--- src/rtl/game_pkg.sv ---
// Shared types and constants for the snake game control slice.
package game_pkg;

  // Width of the score bus coming back from the score tracker.
  localparam int SCORE_W = 7;

  // Default winning score; the tracker must use the same limit.
  localparam int MAX_SCORE_DEF = 50;

  // Width of the OVER dwell counter (OVER_TICKS is 1..255).
  localparam int CNT_W = 8;

  // Game state; encoding is visible on the state output.
  typedef enum logic [1:0] {
    IDLE = 2'd0,
    PLAY = 2'd1,
    OVER = 2'd2
  } state_t;

  // Unsigned score comparison against the winning limit.
  function automatic logic score_reached(input logic [SCORE_W-1:0] score,
                                         input logic [SCORE_W-1:0] limit);
    return (score >= limit);
  endfunction

endpackage

--- src/rtl/btn_sync_edge.sv ---
// Two-flop synchronizer for an asynchronous push-button followed by a
// rising-edge detector. rise is high for one cycle per press, however long
// the button is held. rise is decoded from registers only, so it is glitch
// free for downstream logic.
module btn_sync_edge (
  input  logic clk,
  input  logic nRst,
  input  logic btn,
  output logic rise
);

  logic sync1_q;
  logic sync2_q;
  logic prev_q;

  // Metastability chain plus one history flop for edge detection.
  always_ff @(posedge clk or negedge nRst) begin
    if (!nRst) begin
      sync1_q <= 1'b0;
      sync2_q <= 1'b0;
      prev_q  <= 1'b0;
    end else begin
      sync1_q <= btn;
      sync2_q <= sync1_q;
      prev_q  <= sync2_q;
    end
  end

  assign rise = sync2_q & ~prev_q;

endmodule

--- src/rtl/game_seq_ctrl.sv ---
// Game sequencing and collision arbitration in front of the score tracker.
//
// Pulse semantics toward the tracker: good_coll, bad_coll and clr_board are
// registered single-cycle strobes with no back-pressure. The tracker must
// accept a strobe in the cycle it is high. At most one of good_coll or
// bad_coll fires per step_tick, and never both at once.
module game_seq_ctrl
  import game_pkg::*;
#(
  parameter int MAX_SCORE  = MAX_SCORE_DEF,
  parameter int OVER_TICKS = 8
) (
  input  logic       clk,
  input  logic       nRst,
  input  logic       start_btn,
  input  logic       step_tick,
  input  logic       apple_hit,
  input  logic       wall_hit,
  input  logic       self_hit,
  input  logic [6:0] score,
  output logic       good_coll,
  output logic       bad_coll,
  output logic       run_en,
  output logic       clr_board,
  output logic       show_high,
  output logic       win,
  output logic [1:0] state
);

  localparam logic [SCORE_W-1:0] MAX_SCORE_L  = SCORE_W'(MAX_SCORE);
  localparam logic [CNT_W-1:0]   OVER_TICKS_L = CNT_W'(OVER_TICKS);

  // Synchronized start request: one strobe per press.
  logic start_rise;

  btn_sync_edge u_start_sync (
    .clk  (clk),
    .nRst (nRst),
    .btn  (start_btn),
    .rise (start_rise)
  );

  state_t           state_q, state_d;
  logic             good_q, good_d;
  logic             bad_q, bad_d;
  logic             clr_q, clr_d;
  logic             win_q, win_d;
  logic             armed_q, armed_d;
  logic [CNT_W-1:0] cnt_q, cnt_d;
  logic [CNT_W-1:0] cnt_inc;

  assign cnt_inc = cnt_q + 1'b1;

  // State register plus all registered outputs and bookkeeping.
  always_ff @(posedge clk or negedge nRst) begin
    if (!nRst) begin
      state_q <= IDLE;
      good_q  <= 1'b0;
      bad_q   <= 1'b0;
      clr_q   <= 1'b0;
      win_q   <= 1'b0;
      armed_q <= 1'b0;
      cnt_q   <= '0;
    end else begin
      state_q <= state_d;
      good_q  <= good_d;
      bad_q   <= bad_d;
      clr_q   <= clr_d;
      win_q   <= win_d;
      armed_q <= armed_d;
      cnt_q   <= cnt_d;
    end
  end

  // Next-state, collision arbitration and OVER dwell counting.
  // In PLAY, a step tick is resolved in strict priority: a fatal hit beats
  // reaching the winning score, which beats eating an apple. The re-arm
  // flag makes a held apple_hit score only once until it is seen low.
  always_comb begin
    state_d = state_q;
    good_d  = 1'b0;
    bad_d   = 1'b0;
    clr_d   = 1'b0;
    win_d   = win_q;
    armed_d = armed_q;
    cnt_d   = cnt_q;

    case (state_q)
      IDLE: begin
        if (start_rise) begin
          state_d = PLAY;
          clr_d   = 1'b1;
          win_d   = 1'b0;
          armed_d = 1'b1;
          cnt_d   = '0;
        end
      end

      PLAY: begin
        if (step_tick) begin
          if (wall_hit || self_hit) begin
            bad_d   = 1'b1;
            state_d = OVER;
            win_d   = 1'b0;
            cnt_d   = '0;
          end else if (score_reached(score, MAX_SCORE_L)) begin
            // The tracker clears itself at the limit, so no strobe here.
            state_d = OVER;
            win_d   = 1'b1;
            cnt_d   = '0;
          end else if (apple_hit) begin
            if (armed_q) begin
              good_d  = 1'b1;
              armed_d = 1'b0;
            end
          end else begin
            armed_d = 1'b1;
          end
        end
      end

      OVER: begin
        if (step_tick) begin
          if (cnt_inc == OVER_TICKS_L) begin
            state_d = IDLE;
            cnt_d   = '0;
          end else begin
            cnt_d = cnt_inc;
          end
        end
      end

      default: begin
        state_d = IDLE;
        cnt_d   = '0;
      end
    endcase
  end

  assign good_coll = good_q;
  assign bad_coll  = bad_q;
  assign clr_board = clr_q;
  assign win       = win_q;
  assign run_en    = (state_q == PLAY);
  assign show_high = (state_q == OVER);
  assign state     = state_q;

endmodule

--- config.mk ---
export PLATFORM = sky130hd
export DESIGN_NAME = game_seq_ctrl
export DESIGN_NICKNAME = d
export VERILOG_FILES = /design/src/rtl/game_pkg.sv /design/src/rtl/btn_sync_edge.sv /design/src/rtl/game_seq_ctrl.sv
export SDC_FILE = /design/constraint.sdc
export NUM_CORES = 1
export LEC_CHECK = 0
export CAP_MARGIN = 20
export CORE_MARGIN = 2
export CORE_UTILIZATION = 42
export CTS_CLUSTER_DIAMETER = 40
export CTS_CLUSTER_SIZE = 30
export DETAILED_ROUTE_END_ITERATION = 10
export MAX_ROUTING_LAYER = met4
export PLACE_DENSITY = 0.73
export SKIP_CTS_REPAIR_TIMING = 1
export SYNTH_ARGS = -nofsm -noshare
export SYNTH_HDL_FRONTEND = slang
export SYNTH_SLANG_ARGS = --single-unit
export TNS_END_PERCENT = 10
--- constraint.sdc ---
create_clock -name clk -period 1.7 [get_ports clk]
set_input_delay 0.51 -clock clk [delete_from_list [all_inputs] [get_ports clk]]
set_output_delay 0.51 -clock clk [all_outputs]
set_load 0.03 [all_outputs]
==> results_dict.tcl <==
set metrics [dict create \
    tightest_slew_ns 0.318 \
    skew_ns 0.00461 \
    power_mw 1.45 \
    fp.coreArea_mm2 0.00198 \
    synth_area_um2 883 \
    fin_area_mm2 0.00130 \
    wire_per_inst_um 13.9 \
    place_congestion 0.880 \
    ant_nets 0 \
    async_reset_ff_share_pct 100 \
    status "finished with violations" \
    cts_buffer_depth 2 \
    maxSlewViolCount 0 \
    cts_buffers 3 \
    cap_violations 0 \
    num_vias 790 \
    largest_reg_flops 8 \
    antenna_cells 0 \
    drt_wl_total_um 2050 \
    worstSetupEndpointType "flop" \
    grt_pass1_wl_um 3110 \
    die_w_um 49.9 \
    crit_type "reg -> reg" \
    gr-usage-all-layers_pct 17.3 \
    crit_start "state[0]$_DFFE_PN0P_" \
    mappedNetlistNets 102 \
    nNetsFinal 137 \
    pin_count 22 \
    leakage_nw 0.757 \
    initial_core_util_pct 44.6 \
    first_iter_violations 27 \
    synthFlopType "dfrtp_1" \
    max_clock_freq_ghz 0.551 \
    synth.area.top_cells "dfrtp_1 (51%), nand2_1 (5.1%), nor2_1 (4.2%)" \
    slew_headroom_pct 78.5 \
    path_clk_slew_ns 0.09 \
    ir_drop_v 0.000753 \
    yosysSeqAreaShare_pct 51.0 \
    worstPathRequired_ns 1.93 \
    cp_max_fo 9 \
    crit_path_start_kind "flop" \
    drc 0 \
    rsz0062_at_grt "yes" \
    overflow 0 \
    setup_viol 3 \
    portBuffers 20 \
    violations "negative setup slack" \
    cts_sinks 18 \
    synth.most_common_cell "dfrtp_1" \
    h-tree-depth 1 \
    hold-worst-slack_ns 0.368 \
    ys_ff_latch 18 \
    first_global_vias 706 \
    syn_inst 87 \
    yosys-top-cells-count "dfrtp_1 (18), nand2_1 (12), nor2_1 (10)" \
    detailed_place_hpwl_um 1550 \
    synthToLayoutAreaGrowth_pct 47.3 \
    dr.pass1.iters 4 \
    hold_path_startpoint "u_start_sync.sync1_q$_DFF_PN0_" \
    die_h_um 49.9 \
    grt_start_max_net_pins 19 \
    fin_crit_sh_pct 107 \
    reg2reg_from "state[0]$_DFFE_PN0P_" \
    worstSkewPairLatency_ns 0.29 \
    cts_tree "yes" \
    fp-row-count 16 \
    antenna_found_initial 0 \
    root_buffer "clkbuf_4" \
    ys_types 33 \
    power.density_mw_per_mm2 1110 \
    viasPerCell 5.34 \
    hold_violations 0 \
    dieArea_mm2 0.00249 \
    crit_arrival_ns 2.05 \
    synth_edf_count 0 \
    synth_area_leader_cell "dfrtp_1" \
    drive_gt1_share_pct 22.3 \
    hp-class "reg -> reg" \
    syn_area_per_cell_um2 10.2 \
    regMostFlops "cnt_q" \
    period_minus_slack_ns 1.81 \
    final.setup.worst_slack_ns -0.113 \
    yosys_warnings 0 \
    netlist.area_leader.share_pct 51.0 \
    placed_cell_area_mm2 0.00117 \
]
==> per-layer routing <==
layer	vias up	share of wire (%)	GRT usage [%]	wire length, um
met5	-	0	-	0
met4	0	0	4.17	0
met3	0	5.8	5.76	118
met2	27	49	26.2	1010
met1	375	45	22.4	921
li1	388	-	-	-
==> area by class of cell <==
class / instances / area [um2]
fill: 147 / 681
tap: 27 / 33.8
inverter: 3 / 13.8
multi-input combinational: 65 / 442
sequential: 18 / 453
timing repair buffer: 31 / 323
clock buffer: 4 / 36.3
==> placed cells by master (no fill, tap or decap), types with 2 or more instances in the layout <==
cell,count
o41ai_1,2
nand2_1,12
dfrtp_1,16
a22o_1,2
buf_6,2
a21oi_1,2
buf_4,11
nor3_1,4
clkbuf_4,3
dfrtp_2,2
nand2b_1,2
nor2_1,10
clkdlybuf4s50_1,3
o21ai_0,5
dlymetal6s2s_1,15
inv_1,2
nand3_1,4
==> worst max-delay path, cell delays in order (launching register included) <==
cell     delay [ns]
dfrtp_2        0.47
nor4b_4        0.15
and3b_4        0.18
a211o_4        0.34
or4b_1         0.53
nand2_1        0.08
==> cells by family (layout without fill, tap and decap cells) <==
logic type,Yosys count,after routing,share of synthesized area [%]
AOI/OAI and AO/OA,22,22,20.0
DFF,18,18,51.0
xor gates and xnor gates,1,1,0.992
adders and majority gates,1,1,1.42
buffers and inverters,4,38,1.70
muxes,1,1,1.27
and+or+nand+nor,40,40,23.7
==> power by group <==
part / switching, mW / total (mW) / internal [mW]
logic: 0.328 / 0.637 / 0.309
clock network: 0.121 / 0.251 / 0.131
registers: 0.0725 / 0.562 / 0.489
total: 0.521 / 1.45 / 0.929
==> through the flow <==
step / setup TNS [ns] / worst slack, ns / utilization [%] / std cells
finish: -0.146 / -0.113 / 65.7 / 148
global route: -0.451 / -0.169 / 65.7 / 148
CTS: -2.25 / -0.265 / 61.0 / 144
detailed placement: -4.68 / -0.576 / 59.2 / 140
global placement: -4.05 / -0.510 / 59.2 / 140
floorplan: -0.0423 / -0.0423 / - / 87
==> path summary, 6_finish.rpt <==
path,end,slack [ns],cells after the start
max,cnt_q[2]$_DFFE_PN0P_,-0.11,5
min,u_start_sync.sync2_q$_DFF_PN0_,0.37,0
max reg2reg,cnt_q[2]$_DFFE_PN0P_,-0.11,5
min reg2reg,u_start_sync.sync2_q$_DFF_PN0_,0.37,0
max in group asynchronous,state[0]$_DFFE_PN0P_,0.95,2
min in group asynchronous,bad_coll$_DFF_PN0_,0.54,2
No activity file was read; power rests on OpenSTA's default activity.
